[config.mk]
export PLATFORM = sky130hd
export DESIGN_NAME = ps2_host_tx
export DESIGN_NICKNAME = d
export VERILOG_FILES = /design/src/rtl/ps2_host_tx.sv
export SDC_FILE = /design/constraint.sdc
export NUM_CORES = 1
export LEC_CHECK = 0
export CORE_UTILIZATION = 55
export CTS_CLUSTER_DIAMETER = 150
export CTS_CLUSTER_SIZE = 8
export DETAILED_ROUTE_END_ITERATION = 10
export PLACE_DENSITY = 0.85
export SETUP_SLACK_MARGIN = 0.05
export SLEW_MARGIN = 20
export SYNTH_ARGS = -nofsm -noshare
export SYNTH_HDL_FRONTEND = slang
export SYNTH_SLANG_ARGS = --single-unit
[constraint.sdc]
create_clock -name clk -period 2.7 [get_ports clk]
set_input_delay 0.81 -clock clk [delete_from_list [all_inputs] [get_ports clk]]
set_output_delay 0.81 -clock clk [all_outputs]
set_load 0.05 [all_outputs]
[src/rtl/ps2_host_tx.sv]
// rtl/ps2_host_tx.sv - PS/2 host-to-device byte transmitter with clock filter, ACK check and timeout
module ps2_host_tx #(
   parameter int T_INHIBIT = 5000,
   parameter int T_TIMEOUT = 750000
) (
   input  logic       clk,
   input  logic       rst,
   input  logic [7:0] dato_tx,
   input  logic       iniciar,
   input  logic       ps2c_in,
   input  logic       ps2d_in,
   output logic       ps2c_oe,
   output logic       ps2d_oe,
   output logic       ocupado,
   output logic       tx_listo,
   output logic       error_tx
);

   localparam int INH_W = $clog2(T_INHIBIT + 1);
   localparam int TO_W  = $clog2(T_TIMEOUT + 1);
   localparam logic [INH_W-1:0] INH_LAST = INH_W'(T_INHIBIT - 1);
   localparam logic [TO_W-1:0]  TO_LAST  = TO_W'(T_TIMEOUT - 1);

   typedef enum logic [2:0] {S_IDLE, S_INHIBIT, S_RTS, S_BITS, S_ACK} state_t;

   state_t           state_q, state_d;
   logic             c_meta_q, c_sync_q, d_meta_q, d_sync_q;
   logic [7:0]       sh_q, sh_d;
   logic             filt_q, filt_d;
   logic             fall_q;
   logic [7:0]       byte_q, byte_d;
   logic             par_q, par_d;
   logic [3:0]       n_q, n_d;
   logic             drv_q, drv_d;       // value placed on the data line, 1 = released
   logic [INH_W-1:0] inh_q, inh_d;
   logic [TO_W-1:0]  to_q, to_d;
   logic             tx_listo_q, tx_listo_d;
   logic             error_q, error_d;

   // Clock filter: level changes only after 8 identical synchronized samples
   always_comb begin
      sh_d   = {sh_q[6:0], c_sync_q};
      filt_d = filt_q;
      if (sh_d == 8'h00) begin
         filt_d = 1'b0;
      end else if (sh_d == 8'hFF) begin
         filt_d = 1'b1;
      end
   end

   // Line synchronizers, filter history and falling-edge strobe
   always_ff @(posedge clk) begin
      if (rst) begin
         c_meta_q <= 1'b1;
         c_sync_q <= 1'b1;
         d_meta_q <= 1'b1;
         d_sync_q <= 1'b1;
         sh_q     <= 8'hFF;
         filt_q   <= 1'b1;
         fall_q   <= 1'b0;
      end else begin
         c_meta_q <= ps2c_in;
         c_sync_q <= c_meta_q;
         d_meta_q <= ps2d_in;
         d_sync_q <= d_meta_q;
         sh_q     <= sh_d;
         filt_q   <= filt_d;
         fall_q   <= filt_q & ~filt_d;
      end
   end

   // Transfer state, counters and result pulses
   always_ff @(posedge clk) begin
      if (rst) begin
         state_q    <= S_IDLE;
         byte_q     <= 8'h00;
         par_q      <= 1'b0;
         n_q        <= 4'd0;
         drv_q      <= 1'b1;
         inh_q      <= '0;
         to_q       <= '0;
         tx_listo_q <= 1'b0;
         error_q    <= 1'b0;
      end else begin
         state_q    <= state_d;
         byte_q     <= byte_d;
         par_q      <= par_d;
         n_q        <= n_d;
         drv_q      <= drv_d;
         inh_q      <= inh_d;
         to_q       <= to_d;
         tx_listo_q <= tx_listo_d;
         error_q    <= error_d;
      end
   end

   // Next-state and line drive; a fall wins over a coincident timeout
   always_comb begin
      state_d    = state_q;
      byte_d     = byte_q;
      par_d      = par_q;
      n_d        = n_q;
      drv_d      = drv_q;
      inh_d      = inh_q;
      to_d       = to_q;
      tx_listo_d = 1'b0;
      error_d    = 1'b0;
      ps2c_oe    = 1'b0;
      ps2d_oe    = 1'b0;
      unique case (state_q)
         S_IDLE: begin
            if (iniciar) begin
               byte_d  = dato_tx;
               par_d   = ~^dato_tx;
               n_d     = 4'd0;
               drv_d   = 1'b1;
               inh_d   = '0;
               to_d    = '0;
               state_d = S_INHIBIT;
            end
         end
         S_INHIBIT: begin
            ps2c_oe = 1'b1;
            if (inh_q == INH_LAST) begin
               to_d    = '0;
               state_d = S_RTS;
            end else begin
               inh_d = inh_q + INH_W'(1);
            end
         end
         S_RTS: begin
            ps2d_oe = 1'b1;
            if (fall_q) begin
               n_d     = 4'd1;
               drv_d   = byte_q[0];
               to_d    = '0;
               state_d = S_BITS;
            end else if (to_q == TO_LAST) begin
               error_d = 1'b1;
               state_d = S_IDLE;
            end else begin
               to_d = to_q + TO_W'(1);
            end
         end
         S_BITS: begin
            ps2d_oe = ~drv_q;
            if (fall_q) begin
               n_d  = n_q + 4'd1;
               to_d = '0;
               if (n_q < 4'd8) begin
                  drv_d = byte_q[n_q[2:0]];
               end else if (n_q == 4'd8) begin
                  drv_d = par_q;
               end else begin
                  drv_d   = 1'b1;
                  state_d = S_ACK;
               end
            end else if (to_q == TO_LAST) begin
               error_d = 1'b1;
               state_d = S_IDLE;
            end else begin
               to_d = to_q + TO_W'(1);
            end
         end
         S_ACK: begin
            if (fall_q) begin
               n_d     = 4'd11;
               state_d = S_IDLE;
               if (!d_sync_q) begin
                  tx_listo_d = 1'b1;
               end else begin
                  error_d = 1'b1;
               end
            end else if (to_q == TO_LAST) begin
               error_d = 1'b1;
               state_d = S_IDLE;
            end else begin
               to_d = to_q + TO_W'(1);
            end
         end
         default: begin
            state_d = S_IDLE;
         end
      endcase
   end

   assign ocupado  = (state_q != S_IDLE);
   assign tx_listo = tx_listo_q;
   assign error_tx = error_q;

endmodule

==> flow_summary.json, run 1 <==
{
  "outcome": "complete, no violations",
  "grt-ovfl-total": 0,
  "min_period_ps": 2430,
  "die_w_um": 78.1,
  "cts_tree": "built",
  "globalRouteTotalUtil_pct": 25.1,
  "die-area_sq_um": 6100,
  "p_int_mw": 1.70,
  "io_pins": 18,
  "p_per_area_nw_per_um2": 650,
  "post-cts-setup-buffer-count": 0,
  "synth.top_cells.by_area": "dfxtp_1 (41%), xnor2_1 (6.0%), a21oi_1 (4.7%)",
  "ys_seq_area_share_pct": 40.8,
  "timing.fmax_mhz": 412,
  "p_leak_nw": 1.28,
  "tightest_slew_ps": 605,
  "worstPathRequired_ps": 1890,
  "pwr-share-seq_pct": 42.8,
  "max-cap-violations": 0,
  "grt_max_degree": 20,
  "nets": 415,
  "yosys.area.top_type": "dfxtp_1",
  "synthToLayoutAreaGrowth_pct": 16.1,
  "critPathKind": "register to output port",
  "insertion_delay_ps": 350,
  "cts_made_buffers": 9,
  "holdCritPathClass": "register to register",
  "pwr-share-comb_pct": 18.2,
  "synth_ff_type": "dfxtp_1",
  "totalWireLength_um": 6880,
  "drtIter0Drc": 189,
  "cts_hold_buf": 0,
  "fin_area_sq_um": 3700,
  "worst-r2r-setup-slack_ps": 430,
  "ctsLongestPathBuffers": 2,
  "clkPwrFrac_pct": 39.0,
  "p_sw_uw": 703,
  "grt_pass1_wl_um": 12100,
  "slew_headroom_pct": 59.5,
  "setup_violations": 0,
  "n_antenna_cell": 0,
  "cts.sinks": 65,
  "core-area_sq_um": 5540,
  "grt_pass1_vias": 2719,
  "synth_cell_type_count": 48,
  "ys_ff_latch": 65,
  "cts-resized-gates": 0,
  "hold_viol": 0,
  "synth_top_area_share_pct": 40.8,
  "setup_tns_ps": 0,
  "critical_path.max_stage_delay_ps": 590,
  "root_buffer": "clkbuf_8",
  "place_congestion": 0.868,
  "start_kind": "register",
  "synth_edf_count": 0,
  "cp_max_fo": 14,
  "fin_worst_skew_ps": 9.35,
  "peakVddDrop_v": 0.000459,
  "antenna_found_initial": 0,
  "wl_per_cell_um": 14.5,
  "drv_slew": 0,
  "fin_crit_sh_pct": 89.9,
  "htree_num_levels": 3,
  "synth_fp_nets": 394,
  "post_route_cells_drive_above_1_share_pct": 13.2,
  "antenna_left": 0,
  "cpMaxStageDelayCell": "nor3b_2",
  "std_cell_rows": 27,
  "async_flop_share_pct": 0,
  "nFillCells": 446,
  "postSynthCellCount": 377,
  "post-route-drc-count": 0,
  "port-buffer-count": 17,
  "first_pass_iters": 4,
  "initial_core_util_pct": 57.5,
  "avgSynthCellArea_sq_um": 8.45,
  "path_clk_slew_ps": 80,
  "rsz0062_at_grt": "false",
  "vias_per_cell": 5.90,
  "dpl_cell_area_sq_um": 3470,
  "die_h_um": 78.1,
  "netSwitchingFraction_pct": 29.2,
  "cp_data_arrival_time_ps": 1620,
  "syn_area_sq_um": 3190,
  "dp_hpwl_um": 4740,
  "critPathCaptureType": "output port",
  "path_cells": "nor3b_2 -> buf_12",
  "vias": 2801,
  "ys_warn_count": 0
}
## power groups by stage
stage	Combinational (mW)	Clock (mW)	Sequential (mW)
global route	0.483	0.992	1.03
detailed placement	0.429	0	1.05
floorplan	0.303	0	1.04
CTS	0.437	0.943	1.03
global placement	0.418	0	1.05
finish	0.439	0.938	1.03
## Yosys cell counts, drive strengths merged, types with 5 or more instances
cell type,n
nor4,6
or2,11
a21oi,30
nand4,19
a211oi,5
and2,7
o31ai,5
nand3,12
nand2b,6
dfxtp,65
xor2,6
and3,5
inv,10
o21ai,12
clkbuf,16
nand2,33
xnor2,22
nor2,34
nor2b,5
nor3,11
and4,6
## area by class of cell
cell class / instances / area, sq um / area share [%]
timing repair buffer: 30 / 273 / 7.37
inverter: 10 / 37.5 / 1.01
multi-input combinational: 282 / 1770 / 47.8
tap: 72 / 90.1 / 2.44
clock buffer: 9 / 124 / 3.35
sequential: 65 / 1300 / 35.2
clock inverter: 7 / 104 / 2.81
## layout by cell type (no fill, tap or decap), types with 6 or more instances in the layout
cell,n
nand2_1,32
or2_2,11
inv_1,10
and4_1,6
o21ai_0,12
xnor2_1,22
a21oi_1,30
clkdlybuf4s50_1,14
nor2_1,34
nand2b_1,6
xor2_1,6
buf_4,15
nor3_1,11
and2_1,7
nor4_1,6
nand4_1,19
dfxtp_1,65
clkbuf_8,9
nand3_1,12
## critical path, delay by kind of cell, from the launching register on
kind	cells	cell delay, ps
flip-flops	1	460
buffers and inverters	1	210
AND/OR/NAND/NOR	1	590
## metrics by stage
| stage | worst slack (ps) | hold slack (ps) | cells | total power, mW | utilization, % |
|---|---|---|---|---|---|
| 3_3_place_gp | 118 | 391 | 459 | 1.47 | 62.6 |
| 6_report | 271 | 420 | 475 | 2.41 | 66.8 |
| 4_1_cts | 276 | 421 | 475 | 2.41 | 66.8 |
| 3_5_place_dp | 46.9 | 402 | 459 | 1.48 | 62.6 |
| 5_1_grt | 209 | 443 | 475 | 2.51 | 66.8 |
| 2_1_floorplan | 246 | 389 | 377 | 1.34 | - |
## flip-flops by register name (all words and copies together) (netlist names), 3 cells and up
register / cells
to_q: 20
inh_q: 13
byte_q: 8
sh_q: 7
n_q: 4
state_q: 3
## logic make-up after synthesis
logic type               synth area share [%]
AND/OR/NAND/NOR                          28.7
AO/OA/AOI/OAI                            15.8
flip-flops                               40.8
buffers and inverters                    3.65
XOR/XNOR                                 7.70
adder cells (fa/ha/maj)                  1.57
multiplexers                             1.73
## path summary, 6_finish.rpt
| path | from | end | cells past startpoint |
|---|---|---|---|
| setup / recovery | state_q[2] | ps2c_oe | 2 |
| hold / removal | d_meta_q | d_sync_q | 1 |
| hold reg to reg | d_meta_q | d_sync_q | 1 |
| setup reg to reg | inh_q[7] | to_q[4] | 5 |
## metal layers
metal | wire, um | track usage [%] | vias to the layer above
li1 | - | - | 1401
met1 | 3120 | 30.7 | 1331
met2 | 3390 | 42.4 | 51
met3 | 237 | 6.16 | 18
met4 | 127 | 9.81 | 0
met5 | 0 | 0 | -
(Power assumes the default switching activity.)
==> run 2, diff against run 1 <==
- ABC_AREA: unset -> 1
- ABC_CLOCK_PERIOD_IN_PS: unset -> 2700
- CAP_MARGIN: unset -> 10
==> flow_summary.json, run 2 <==
{
  "outcome": "complete, no violations",
  "tightest_slew_ps": 493,
  "globalRouteTotalUtil_pct": 23.5,
  "regMostFlops": "to_q",
  "cts_made_buffers": 9,
  "vias_per_cell": 5.38,
  "post-cts-setup-buffer-count": 0,
  "grt_max_degree": 29,
  "dpl_cell_area_sq_um": 3630,
  "drtIter0Drc": 181,
  "nFillCells": 521,
  "synth-adder-area-share_pct": 1.47,
  "reg_top3": "to_q (20), inh_q (13), byte_q (8)",
  "grt_pass1_vias": 2836,
  "p_per_area_nw_per_um2": 789,
  "layout.cells.non_filler": 581,
  "drv_slew": 0,
  "ys_warn_count": 0,
  "synth_xor_area_share_pct": 3.09,
  "synth_simple_gate_area_share_pct": 34.7,
  "fin_worst_skew_ps": 7.81,
  "cp_max_fo": 7,
  "path_clk_slew_ps": 70,
  "initial_core_util_pct": 57.1,
  "fin_area_sq_um": 3850,
  "rsz0062_at_grt": "false",
  "post-route-util_pct": 64.6,
  "dp_hpwl_um": 4990,
  "setup_tns_ps": 0,
  "synth.top_cells.by_area": "dfxtp_1 (38%), nand2_1 (11%), a21oi_1 (6.3%)",
  "p_leak_nw": 1.46,
  "antenna_left": 0,
  "std_cell_rows": 28,
  "cts-resized-gates": 0,
  "cts.sinks": 65,
  "cts_tree": "built",
  "first_pass_iters": 5,
  "insertion_delay_ps": 350,
  "post-route-drc-count": 0,
  "synth_top_area_share_pct": 38.2,
  "ys_seq_area_share_pct": 38.2,
  "grt-ovfl-total": 0,
  "yosys.area.top_type": "dfxtp_1",
  "io_pins": 18,
  "avgSynthCellArea_sq_um": 7.12,
  "postSynthCellCount": 478,
  "nets": 518,
  "critPathCaptureType": "output port",
  "totalWireLength_um": 6870,
  "syn_area_sq_um": 3400,
  "synth_mux_area_share_pct": 0,
  "reg2reg_depth": 10,
  "worst-r2r-setup-slack_ps": 700,
  "ys_ff_latch": 65,
  "timing.fmax_mhz": 433,
  "grt_pass1_wl_um": 11900,
  "cts_hold_buf": 0,
  "port-buffer-count": 17,
  "slew_headroom_pct": 67.0,
  "setup_violations": 0,
  "worstPathRequired_ps": 1890,
  "synth_top_family_by_area": "simple AND/OR/NAND/NOR gates",
  "yosys-top-cells-count": "nand2_1 (98), dfxtp_1 (65), inv_1 (56)",
  "final_cell_mix": "nand2_1 (98), dfxtp_1 (65), inv_1 (56)",
  "synth_fp_nets": 495,
  "wl_per_cell_um": 11.8,
  "die_w_um": 80.6,
  "synth_ff_type": "dfxtp_1",
  "max-cap-violations": 0,
  "place_inst": 565,
  "synth_compound_area_share_pct": 13.6,
  "die_h_um": 80.6,
  "htree_num_levels": 3,
  "min_period_ps": 2310,
  "cp_data_arrival_time_ps": 1500,
  "start_kind": "register",
  "yosysMostFrequentCell": "nand2_1",
  "synth_cell_type_count": 40,
  "die-area_sq_um": 6500,
  "synthToLayoutAreaGrowth_pct": 13.2,
  "largest_reg_flops": 20,
  "fin_crit_sh_pct": 85.6,
  "antenna_found_initial": 0,
  "holdCritPathClass": "register to register",
  "min_path_cells": 1,
  "ctsLongestPathBuffers": 2,
  "core-area_sq_um": 5960,
  "async_flop_share_pct": 0,
  "vias": 3128,
  "root_buffer": "clkbuf_8",
  "hold_viol": 0,
  "post_route_cells_drive_above_1_share_pct": 12.3,
  "place_congestion": 0.861,
  "layout_commonest_cell": "nand2_1",
  "n_antenna_cell": 0,
  "synth_edf_count": 0,
  "peakVddDrop_v": 0.000613,
  "critPathKind": "register to output port"
}
-- run 2: critical path, cell delays in order, from the launching register on --
cell     delay, ps
dfxtp_1        480
inv_1          150
nor2_4         270
buf_4          250
-- run 2: report_power, final --
group | switching (mW) | leakage, nW | internal, mW | total (mW)
registers | 0.0934 | 0.528 | 1.05 | 1.14
clock network | 0.355 | 0.111 | 0.572 | 0.927
logic | 0.659 | 0.821 | 0.312 | 0.971
-- run 2: through the flow --
stage / total power [mW] / hold slack, ps / setup WS (ps)
floorplan: 1.96 / 389 / 289
global route: 3.24 / 433 / 319
detailed placement: 2.13 / 402 / 345
CTS: 3.06 / 418 / 392
finish: 3.04 / 410 / 388
global placement: 2.10 / 393 / 363
-- run 2: worst paths after layout --
path,startpoint,end
min reg2reg,c_meta_q,c_sync_q
max,state_q[0],ps2c_oe
max reg2reg,inh_q[0],to_q[8]
min,c_meta_q,c_sync_q
-- run 2: logic make-up after synthesis --
kind of cell             count (synthesis)
XOR/XNOR                                12
adder cells (fa/ha/maj)                  4
flip-flops                              65
buffers and inverters                   70
AO/OA/AOI/OAI                           80
AND/OR/NAND/NOR                        247
-- run 2: layer usage --
layer	wire length, um	track usage (%)	up-vias
li1	-	-	1615
met1	3180	28.7	1427
met2	3250	38.9	68
met3	284	4.43	18
met4	158	12.5	0
met5	0	0	-
-- run 2: cell type report --
cell class | count | area [sq um] | area share, %
clock inverter | 2 | 60.1 | 1.56
clock buffer | 14 | 163 | 4.22
sequential | 65 | 1300 | 33.8
tap | 75 | 93.8 | 2.44
timing repair buffer | 21 | 193 | 5.00
inverter | 61 | 243 | 6.30
multi-input combinational | 343 | 1800 | 46.7
==> run 3, diff against run 2 <==
- CAP_MARGIN: 10 -> 30
- CELL_PAD_IN_SITES_DETAIL_PLACEMENT: unset -> 0
- CELL_PAD_IN_SITES_GLOBAL_PLACEMENT: unset -> 2
- CORE_UTILIZATION: 55 -> 34
- PLACE_DENSITY: 0.85 -> 0.89
==> flow_summary.json, run 3 (synthesis results as in run 2) <==
{
  "outcome": "complete, no violations",
  "die_w_um": 102,
  "pwr-share-comb_pct": 33.4,
  "drtIter0Drc": 204,
  "vias": 2980,
  "grt_pass1_vias": 2839,
  "setup_tns_ps": 0,
  "critical_path.max_stage_delay_ps": 790,
  "cpMaxStageDelayCell": "clkdlybuf4s50_1",
  "synthToLayoutAreaGrowth_pct": 15.0,
  "vias_per_cell": 4.66,
  "path_clk_slew_ps": 70,
  "worst-r2r-setup-slack_ps": 630,
  "die_h_um": 102,
  "n_antenna_cell": 0,
  "largest_reg_flops": 20,
  "p_leak_nw": 1.45,
  "timing.fmax_mhz": 443,
  "holdCritPathClass": "register to register",
  "netSwitchingFraction_pct": 39.3,
  "grt_max_degree": 29,
  "post-route-drc-count": 0,
  "antenna_found_initial": 0,
  "clkPwrFrac_pct": 28.7,
  "grt-ovfl-total": 0,
  "hold_viol": 0,
  "peakVddDrop_v": 0.000324,
  "min_period_ps": 2260,
  "holdCritStartpoint": "c_meta_q",
  "totalWireLength_um": 7420,
  "tightest_slew_ps": 491,
  "slew_headroom_pct": 67.2,
  "p_int_mw": 1.82,
  "max-cap-violations": 0,
  "critPathKind": "register to output port",
  "place_congestion": 0.795,
  "cts.sinks": 65,
  "reg2reg_depth": 10,
  "pwr-share-seq_pct": 38.0,
  "cp_max_fo": 1,
  "final_cell_mix": "nand2_1 (98), dfxtp_1 (65), inv_1 (56)",
  "cts_tree": "built",
  "r2r_end": "to_q[8]",
  "setup_violations": 0,
  "reg_top3": "to_q (20), inh_q (13), byte_q (8)",
  "cts_made_buffers": 9,
  "cts-resized-gates": 0,
  "whs_endpoint": "c_sync_q",
  "std_cell_rows": 36,
  "post_route_cells_drive_above_1_share_pct": 13.0,
  "fin_hold_ws_ps": 412,
  "htree_num_levels": 3,
  "port-buffer-count": 17,
  "antenna_left": 0,
  "ctsLongestPathBuffers": 2,
  "root_buffer": "clkbuf_8",
  "die-area_sq_um": 10400,
  "first_pass_iters": 6,
  "cp_num_buf_inv": 1,
  "critPathCaptureType": "output port",
  "grt_pass1_wl_um": 13200,
  "insertion_delay_ps": 340,
  "cts_hold_buf": 0,
  "regMostFlops": "to_q",
  "rsz0062_at_grt": "false",
  "path_cells": "clkdlybuf4s50_1",
  "fin_crit_sh_pct": 83.5,
  "post-route-util_pct": 40.2,
  "critPathTopFamily": "buffers and inverters",
  "p_sw_mw": 1.18,
  "p_per_area_nw_per_um2": 767,
  "fin_worst_skew_ps": 11.3,
  "cp_data_arrival_time_ps": 1450,
  "timing.rr.start": "inh_q[0]",
  "min_path_cells": 1,
  "nets": 519,
  "dp_hpwl_um": 5500,
  "wl_per_cell_um": 11.6,
  "core-area_sq_um": 9730,
  "worstPathRequired_ps": 1890,
  "drv_slew": 0,
  "globalRouteTotalUtil_pct": 16.1,
  "start_kind": "register",
  "initial_core_util_pct": 35.0,
  "layout_commonest_cell": "nand2_1",
  "io_pins": 18,
  "post-cts-setup-buffer-count": 0
}
==> run 3: cell count changes in the layout (fill, tap and decap cells not counted), sizes merged <==
cell | previous run | this run
buf | 7 | 8
bufinv | 3 | 2
clkbuf | 14 | 10
clkinv | 0 | 3
clkinvlp | 0 | 2
==> run 3: metal layers <==
metal / GRT usage, % / vias to the layer above / routed length (um)
met2: 25.6 / 36 / 3250
met5: 0 / - / 0
met3: 2.74 / 11 / 183
met1: 21.7 / 1330 / 3860
li1: - / 1603 / -
met4: 6.59 / 0 / 127
==> run 3: power groups by stage <==
stage | Combinational, mW | Sequential (mW) | Clock, mW
CTS | 1.01 | 1.14 | 0.889
floorplan | 0.833 | 1.13 | 0
global route | 1.14 | 1.16 | 0.927
detailed placement | 1.01 | 1.16 | 0
finish | 1.00 | 1.14 | 0.860
global placement | 1.00 | 1.16 | 0
==> run 3: worst max path at each step <==
stage / start / to / cells after the start
finish: tx_listo / tx_listo / 1
floorplan: state_q[1] / ps2d_oe / 2
detailed placement: iniciar / to_q[8] / 8
CTS: tx_listo / tx_listo / 1
global placement: iniciar / to_q[8] / 8
global route: state_q[2] / ocupado / 5
==> run 3: final cells by class <==
| class | count | area, sq um |
|---|---|---|
| well taps | 133 | 166 |
| repair buffers | 22 | 200 |
| flip-flops and latches | 65 | 1300 |
| inverters | 61 | 243 |
| multi-input cells | 343 | 1800 |
| clock inverters | 6 | 67.6 |
| clock buffers | 10 | 138 |
| fillers | 1085 | 5820 |
==> run 3: through the flow <==
step / instances / instance area, sq um / worst slack [ps] / power, mW
after floorplan: 478 / 3400 / 289 / 1.96
after global placement: 624 / 3710 / 377 / 2.16
after detailed placement: 624 / 3710 / 349 / 2.17
after CTS: 640 / 3910 / 415 / 3.04
after global routing: 640 / 3910 / 333 / 3.22
final: 640 / 3910 / 444 / 3.00
